===== config.mk =====
export PLATFORM = sky130hd
export DESIGN_NAME = duty_ramp
export DESIGN_NICKNAME = d
export VERILOG_FILES = /design/src/rtl/duty_ramp.sv
export SDC_FILE = /design/constraint.sdc
export NUM_CORES = 1
export LEC_CHECK = 0
export BUFFER_PORTS_ARGS = -buffer_cell sky130_fd_sc_hd__buf_2
export CAP_MARGIN = 20
export CORE_MARGIN = 2
export CORE_UTILIZATION = 59
export DETAILED_ROUTE_END_ITERATION = 7
export GPL_TIMING_DRIVEN = 0
export PLACE_DENSITY = 0.77
export REMOVE_ABC_BUFFERS = 1
export SYNTH_ARGS = -nofsm -noshare
export SYNTH_HDL_FRONTEND = slang
export SYNTH_SLANG_ARGS = --single-unit
export TNS_END_PERCENT = 50

===== constraint.sdc =====
create_clock -name clk -period 3.8 [get_ports clk]
set_clock_uncertainty 0.2 [all_clocks]
set_input_delay 0.57 -clock clk [delete_from_list [all_inputs] [get_ports clk]]
set_output_delay 0.57 -clock clk [all_outputs]
set_load 0.05 [all_outputs]

===== src/rtl/duty_ramp.sv =====
// Slew-rate limiter: latches an I2C duty target and walks duty_out toward it by STEP every RAMP_DIV clocks.
// Optional watchdog (macro DUTY_WDT_EN) forces the target to 0 when no target is written for WDT_CYCLES clocks.
module duty_ramp #(
    parameter int WIDTH      = 8,
    parameter int RAMP_DIV   = 1000,
    parameter int STEP       = 1,
    parameter int WDT_CYCLES = 50_000_000
) (
    input  logic             clk,
    input  logic             rst,
    input  logic [WIDTH-1:0] target_in,
    input  logic             target_valid,
    output logic [WIDTH-1:0] duty_out,
    output logic             at_target,
    output logic             ramping,
    output logic             wdt_tripped
);

    localparam int PW = (RAMP_DIV > 1) ? $clog2(RAMP_DIV) : 1;
    localparam logic [PW-1:0]  DIV_LAST = PW'(RAMP_DIV - 1);
    localparam logic [WIDTH:0] STEP_EXT = (WIDTH + 1)'(STEP);
    localparam logic [WIDTH-1:0] STEP_W = WIDTH'(STEP);

    // Elaboration-time guard against illegal parameterisations.
    if (RAMP_DIV < 1 || STEP < 1 || STEP > (2 ** WIDTH) - 1 || WDT_CYCLES < 2) begin : g_bad_params
        $error("duty_ramp: illegal parameter value");
    end

    logic [WIDTH-1:0] target;
    logic [PW-1:0]    prescaler;
    logic [WIDTH-1:0] next_duty;
    logic [WIDTH:0]   up_sum;
    logic [WIDTH:0]   down_floor;
    logic             tick;

    assign at_target = (duty_out == target);
    assign ramping   = ~at_target;
    assign tick      = (prescaler == DIV_LAST);

`ifdef DUTY_WDT_EN
    localparam int CW = $clog2(WDT_CYCLES);
    localparam logic [CW-1:0] WDT_LAST = CW'(WDT_CYCLES - 1);

    logic [CW-1:0] wdt_count;

    // A write always wins over a trip on the same edge; the count saturates after tripping.
    always_ff @(posedge clk or negedge rst) begin
        if (!rst) begin
            target      <= '0;
            wdt_count   <= '0;
            wdt_tripped <= 1'b0;
        end else if (target_valid) begin
            target      <= target_in;
            wdt_count   <= '0;
            wdt_tripped <= 1'b0;
        end else if (wdt_count != WDT_LAST) begin
            wdt_count <= wdt_count + CW'(1);
            if (wdt_count == WDT_LAST - CW'(1)) begin
                wdt_tripped <= 1'b1;
                target      <= '0;
            end
        end
    end
`else
    always_ff @(posedge clk or negedge rst) begin
        if (!rst) begin
            target <= '0;
        end else if (target_valid) begin
            target <= target_in;
        end
    end

    assign wdt_tripped = 1'b0;
`endif

    // Step arithmetic is done one bit wider so neither direction can wrap past the target.
    always_comb begin
        up_sum     = {1'b0, duty_out} + STEP_EXT;
        down_floor = {1'b0, target} + STEP_EXT;
        next_duty  = duty_out;
        if (duty_out < target) begin
            next_duty = (up_sum >= {1'b0, target}) ? target : up_sum[WIDTH-1:0];
        end else if (duty_out > target) begin
            next_duty = ({1'b0, duty_out} <= down_floor) ? target : duty_out - STEP_W;
        end
    end

    always_ff @(posedge clk or negedge rst) begin
        if (!rst) begin
            duty_out  <= '0;
            prescaler <= '0;
        end else if (duty_out == target) begin
            prescaler <= '0;
        end else if (tick) begin
            prescaler <= '0;
            duty_out  <= next_duty;
        end else begin
            prescaler <= prescaler + PW'(1);
        end
    end

endmodule

==> results.sh, run 1 <==
export IMPL_status="completed"
export IMPL_crit_buf_inv=1
export IMPL_clock_path_buffers=2
export IMPL_h_tree_depth=1
export IMPL_setup_viol=0
export IMPL_cts_resized=0
export IMPL_rsz0062_at_grt="no"
export IMPL_final_seq_area_um2=651
export IMPL_max_freq_mhz=276
export IMPL_numPortBuffers=20
export IMPL_endpoint_kind="flop"
export IMPL_coreArea_mm2=0.00366
export IMPL_path_clk_slew_ns=0.09
export IMPL_die_w_um=65.6
export IMPL_die_area_mm2=0.00430
export IMPL_drtPass1Iterations=4
export IMPL_ys_ff_latch=26
export IMPL_finalHoldViolations=0
export IMPL_drt_initial_drc_count=205
export IMPL_crit_family="compound AO/OA/AOI/OAI gates"
export IMPL_post_route_period_util=0.952
export IMPL_grt_usage=0.254
export IMPL_final_layout_size_suffix_gt1_frac=0.122
export IMPL_worstPathArrival_ns=3.58
export IMPL_grt_ovfl_total=0
export IMPL_clock_sinks=26
export IMPL_synth_cell_types=46
export IMPL_multi_input_area_mm2=0.00147
export IMPL_yosys_warnings=0
export IMPL_syn_inst=255
export IMPL_powerDensity_mw_per_mm2=306
export IMPL_synth_commonest_cells="ha_1 (28), dfrtp_1 (26), nor2_1 (25)"
export IMPL_cts_tree="yes"
export IMPL_synth_most_common_cell="ha_1"
export IMPL_remaining_drc_errors=0
export IMPL_cp_slowest_cell="dfrtp_1"
export IMPL_fin_util=0.661
export IMPL_slew_viol_final=0
export IMPL_antenna_cells=0
export IMPL_crit_path_start_kind="flop"
export IMPL_place_gp_congestion=0.882
export IMPL_crit_required_ns=3.77
export IMPL_vias=1960
export IMPL_peakVddDrop_mv=0.266
export IMPL_pin_count=22
export IMPL_dp_hpwl_um=3780
export IMPL_grt_pass1_vias=1803
export IMPL_worstPathMaxFanout=11
export IMPL_p_leak_nw=1.18
export IMPL_nets=311
export IMPL_wl_per_cell_um=15.9
export IMPL_synth_async_reset_ratio=1.00
export IMPL_start_util=0.611
export IMPL_grt_start_max_net_pins=27
export IMPL_relSlewSlack=0.569
export IMPL_die_y_um=65.6
export IMPL_seq_area_frac_synth=0.291
export IMPL_synth_area_mm2=0.00224
export IMPL_synth_avg_cell_area_um2=8.77
export IMPL_synth_area_leader_cell="dfrtp_1"
export IMPL_max_cap_viol_count=0
export IMPL_area_growth_pct=8.17
export IMPL_hp_class="primary input to asynchronous set/reset pin"
export IMPL_path_cells="ha_1 -> and3_1 -> and3_1 -> xnor2_1 -> ha_1 -> a21o_1 -> a221o_1 -> a211oi_4 -> buf_12 -> mux2i_1 -> nor2_1 -> a221o_1"
export IMPL_critical_path_class="flop to flop"
export IMPL_drt_total_wl_um=5060
export IMPL_grt_pass1_wl_um=8470
export IMPL_synth_area_leaders="dfrtp_1 (29%), ha_1 (16%), xnor2_1 (7.0%)"
export IMPL_cts_root_buf="clkbuf_8"
export IMPL_period_minus_slack_ns=3.62
export IMPL_ctsHoldBuffers=0
export IMPL_via_per_inst=6.14
export IMPL_tightest_slew_ns=0.644
export IMPL_num_rows=22
export IMPL_synth_top_area_frac=0.291
export IMPL_drt_antenna_violating_nets=0
export IMPL_tns_ns=0
export IMPL_synth_edf_count=0
export IMPL_synth_ff_type="dfrtp_1"
export IMPL_antenna_found_initial=0
export IMPL_insertion_delay_ns=0.27
export IMPL_max_stage_delay_ns=0.55
export IMPL_post_cts_buffers=0
export IMPL_numCtsBuffers=3
export IMPL_fillers=305
[final cells by class]
type	count	share of cell area
repair buffers	22	0.0527
clock buffers	4	0.0228
inverters	16	0.0248
well taps	48	0.0248
flip-flops and latches	26	0.269
multi-input cells	203	0.606
[worst reg2reg max path, cell delays in order, from the launching register on]
cell	delay [ns]
dfrtp_1	0.55
ha_1	0.31
and3_1	0.26
and3_1	0.24
xnor2_1	0.14
ha_1	0.26
a21o_1	0.16
a221o_1	0.38
a211oi_4	0.30
buf_12	0.17
mux2i_1	0.24
nor2_1	0.06
a221o_1	0.25
[cells by family (layout without fill, tap and decap cells)]
family	count (synthesis)	after routing	synth area share
mux	4	4	0.0179
other cells	1	1	0.00168
buf+inv	26	42	0.0537
flops	26	26	0.291
simple gates	92	92	0.216
compound gates	53	53	0.165
xor+xnor	25	25	0.0979
fa+ha+maj	28	28	0.157
[where the power goes]
part	switching, mW	leakage, nW	internal, mW	total [mW]
logic	0.104	0.820	0.0828	0.187
clock network	0.0915	0.0288	0.0928	0.184
registers	0.0487	0.335	0.321	0.370
total	0.244	1.18	0.497	0.741
[path summary, 6_finish.rpt]
kind / startpoint / to / slack [ns] / depth (start not counted)
worst max-delay path: duty_out[1]$_DFFE_PN0P_ / duty_out[3]$_DFFE_PN0P_ / 0.18 / 12
worst min register to register: prescaler[0]$_DFF_PN0_ / prescaler[0]$_DFF_PN0_ / 0.29 / 1
max in group asynchronous: rst / duty_out[1]$_DFFE_PN0P_ / 2.94 / 1
worst max register to register: duty_out[1]$_DFFE_PN0P_ / duty_out[3]$_DFFE_PN0P_ / 0.18 / 12
min in group clk: prescaler[0]$_DFF_PN0_ / prescaler[0]$_DFF_PN0_ / 0.29 / 1
worst min-delay path: rst / target[2]$_DFFE_PN0P_ / 0.08 / 1
[sequential cells by signal (all words and copies together) (netlist names)]
signal,cells
duty_out,8
target,8
prescaler,10
[placed cells by master, fill, tap and decap left out, types with 5 or more instances in the layout]
cell and count:
nand2_1 15, nor3_1 7, inv_1 16, a21oi_1 13, nor2_1 25, buf_2 20, xor2_1 7, ha_1 28
xnor2_1 18, dfrtp_1 26, nand3_1 11, o21ai_0 14, and3_1 9, nand4_1 6, a221o_1 5
[routing by layer]
layer / part of all wire / up-vias / global-route usage
li1: - / 947 / -
met4: 0.018 / 0 / 0.0885
met2: 0.46 / 69 / 0.406
met5: 0 / - / 0
met1: 0.45 / 930 / 0.352
met3: 0.065 / 14 / 0.0377
[through the flow]
stage / power (mW) / setup slack [ns] / hold slack [ns] / instances / cell area [um2]
2_1_floorplan: 0.504 / 0.118 / 0.0744 / 245 / 2180
3_3_place_gp: 0.549 / 0.162 / 0.273 / 313 / 2340
3_5_place_dp: 0.558 / 0.169 / 0.280 / 313 / 2340
4_1_cts: 0.737 / 0.0881 / 0.106 / 317 / 2390
5_1_grt: 0.787 / 0.0331 / 0.134 / 319 / 2420
6_report: 0.741 / 0.183 / 0.0810 / 319 / 2420
Note: power is estimated with default switching activity, not from simulation.
==> inputs of run 2 (changes only) <==
--- a/config.mk
+++ b/config.mk
@@ -7,8 +7,8 @@
 export LEC_CHECK = 0
 export BUFFER_PORTS_ARGS = -buffer_cell sky130_fd_sc_hd__buf_2
 export CAP_MARGIN = 20
-export CORE_MARGIN = 2
 export CORE_UTILIZATION = 59
+export CTS_BUF_LIST = sky130_fd_sc_hd__clkbuf_8
 export DETAILED_ROUTE_END_ITERATION = 7
 export GPL_TIMING_DRIVEN = 0
 export PLACE_DENSITY = 0.77
==> results.sh, run 2 (synthesis results as in run 1) <==
export IMPL_clock_sinks=26
export IMPL_drt_initial_drc_count=124
export IMPL_fin_cells=319
export IMPL_largest_reg_flops=10
export IMPL_final_layout_size_suffix_gt1_frac=0.122
export IMPL_cts_root_buf="clkbuf_8"
export IMPL_setup_viol=0
export IMPL_numPortBuffers=20
export IMPL_fillers=297
export IMPL_grt_start_max_net_pins=27
export IMPL_rr_worst_depth=12
export IMPL_regMostFlops="prescaler"
export IMPL_die_w_um=63.6
export IMPL_setup_ws_ns=0.207
export IMPL_drt_total_wl_um=4950
export IMPL_ctsHoldBuffers=0
export IMPL_grt_pass1_vias=1777
export IMPL_hp_class="primary input to asynchronous set/reset pin"
export IMPL_vias=1882
export IMPL_antenna_found_initial=0
export IMPL_p_leak_nw=1.19
export IMPL_reg_top3="prescaler x10, duty_out x8, target x8"
export IMPL_final_common_cell="ha_1"
export IMPL_rr_endpoint="duty_out[3]$_DFFE_PN0P_"
export IMPL_status="completed"
export IMPL_grt_pass1_wl_um=8290
export IMPL_die_area_mm2=0.00404
export IMPL_critical_path_class="flop to flop"
export IMPL_endpoint_kind="flop"
export IMPL_max_cap_viol_count=0
export IMPL_die_y_um=63.6
export IMPL_final_cell_mix="ha_1 (28), dfrtp_1 (26), nor2_1 (25)"
export IMPL_insertion_delay_ns=0.29
export IMPL_crit_required_ns=3.78
export IMPL_slew_viol_final=0
export IMPL_powerDensity_mw_per_mm2=328
export IMPL_crit_path_start_kind="flop"
export IMPL_drtPass1Iterations=4
export IMPL_pre_cts_ws_ns=0.148
export IMPL_tns_ns=0
export IMPL_drt_antenna_violating_nets=0
export IMPL_post_route_period_util=0.945
export IMPL_start_util=0.611
export IMPL_period_minus_slack_ns=3.59
export IMPL_cts_resized=0
export IMPL_nets=311
export IMPL_h_tree_depth=1
export IMPL_area_growth_pct=8.89
export IMPL_max_freq_mhz=278
export IMPL_r2r_slack_ns=0.21
export IMPL_clock_path_buffers=2
export IMPL_total_power_mw=0.798
export IMPL_dp_cells=313
export IMPL_post_cts_buffers=0
export IMPL_fin_hold_ws_ns=0.0573
export IMPL_coreArea_mm2=0.00366
export IMPL_num_rows=22
export IMPL_peakVddDrop_mv=0.283
export IMPL_cp_startpoint="duty_out[1]$_DFFE_PN0P_"
export IMPL_antenna_cells=0
export IMPL_place_area_mm2=0.00234
export IMPL_finalHoldViolations=0
export IMPL_path_clk_slew_ns=0.10
export IMPL_fin_util=0.665
export IMPL_stdcell_area_mm2=0.00244
export IMPL_grt_usage=0.264
export IMPL_numCtsBuffers=3
export IMPL_dp_hpwl_um=3730
export IMPL_via_per_inst=5.90
export IMPL_relSlewSlack=0.581
export IMPL_place_gp_congestion=0.875
export IMPL_wl_per_cell_um=15.5
export IMPL_worstPathMaxFanout=13
export IMPL_cts_tree="yes"
export IMPL_endpoint="duty_out[3]$_DFFE_PN0P_"
export IMPL_worstPathArrival_ns=3.58
export IMPL_grt_ovfl_total=0
export IMPL_rsz0062_at_grt="no"
export IMPL_r2r_start="duty_out[1]$_DFFE_PN0P_"
export IMPL_remaining_drc_errors=0
export IMPL_tightest_slew_ns=0.626
export IMPL_pin_count=22
-- run 2: report_power, final --
group / total (mW) / switching [mW] / internal (mW)
logic: 0.189 / 0.105 / 0.0833
registers: 0.369 / 0.0476 / 0.321
clock network: 0.241 / 0.0992 / 0.141
total: 0.798 / 0.252 / 0.546
-- run 2: area by class of cell --
type / count / area, um2 / area share
clock buffers: 3 / 41.3 / 0.0169
inverters: 16 / 60.1 / 0.0247
multi-input cells: 203 / 1470 / 0.602
clock inverters: 1 / 30.0 / 0.0123
repair buffers: 22 / 128 / 0.0524
well taps: 48 / 60.1 / 0.0247
flip-flops and latches: 26 / 651 / 0.267
-- run 2: critical path, stage by stage (launching register included) --
cell      delay, ns
dfrtp_1        0.57
ha_1           0.32
and3_1         0.23
and3_1         0.24
xnor2_1        0.14
ha_1           0.26
and3_1         0.20
a221o_1        0.34
a211oi_4       0.25
buf_12         0.17
mux2i_1        0.24
nor2_1         0.07
a221o_1        0.25
-- run 2: how the worst min path moves through the flow --
| stage | cells after the start | slack, ns | from | endpoint |
|---|---|---|---|---|
| after floorplan | 0 | 0.07 | rst | duty_out[0]$_DFFE_PN0P_ |
| after global placement | 1 | 0.27 | prescaler[0]$_DFF_PN0_ | prescaler[0]$_DFF_PN0_ |
| after detailed placement | 1 | 0.28 | prescaler[0]$_DFF_PN0_ | prescaler[0]$_DFF_PN0_ |
| after CTS | 1 | 0.09 | rst | duty_out[7]$_DFFE_PN0P_ |
| after global routing | 1 | 0.12 | rst | duty_out[7]$_DFFE_PN0P_ |
| final | 1 | 0.06 | rst | duty_out[7]$_DFFE_PN0P_ |
-- run 2: layer usage --
| metal | track usage | vias to the layer above | routed length, um |
|---|---|---|---|
| met5 | 0 | - | 0 |
| li1 | - | 948 | - |
| met4 | 0.108 | 0 | 93 |
| met3 | 0.0380 | 9 | 230 |
| met2 | 0.419 | 61 | 2260 |
| met1 | 0.358 | 864 | 2370 |
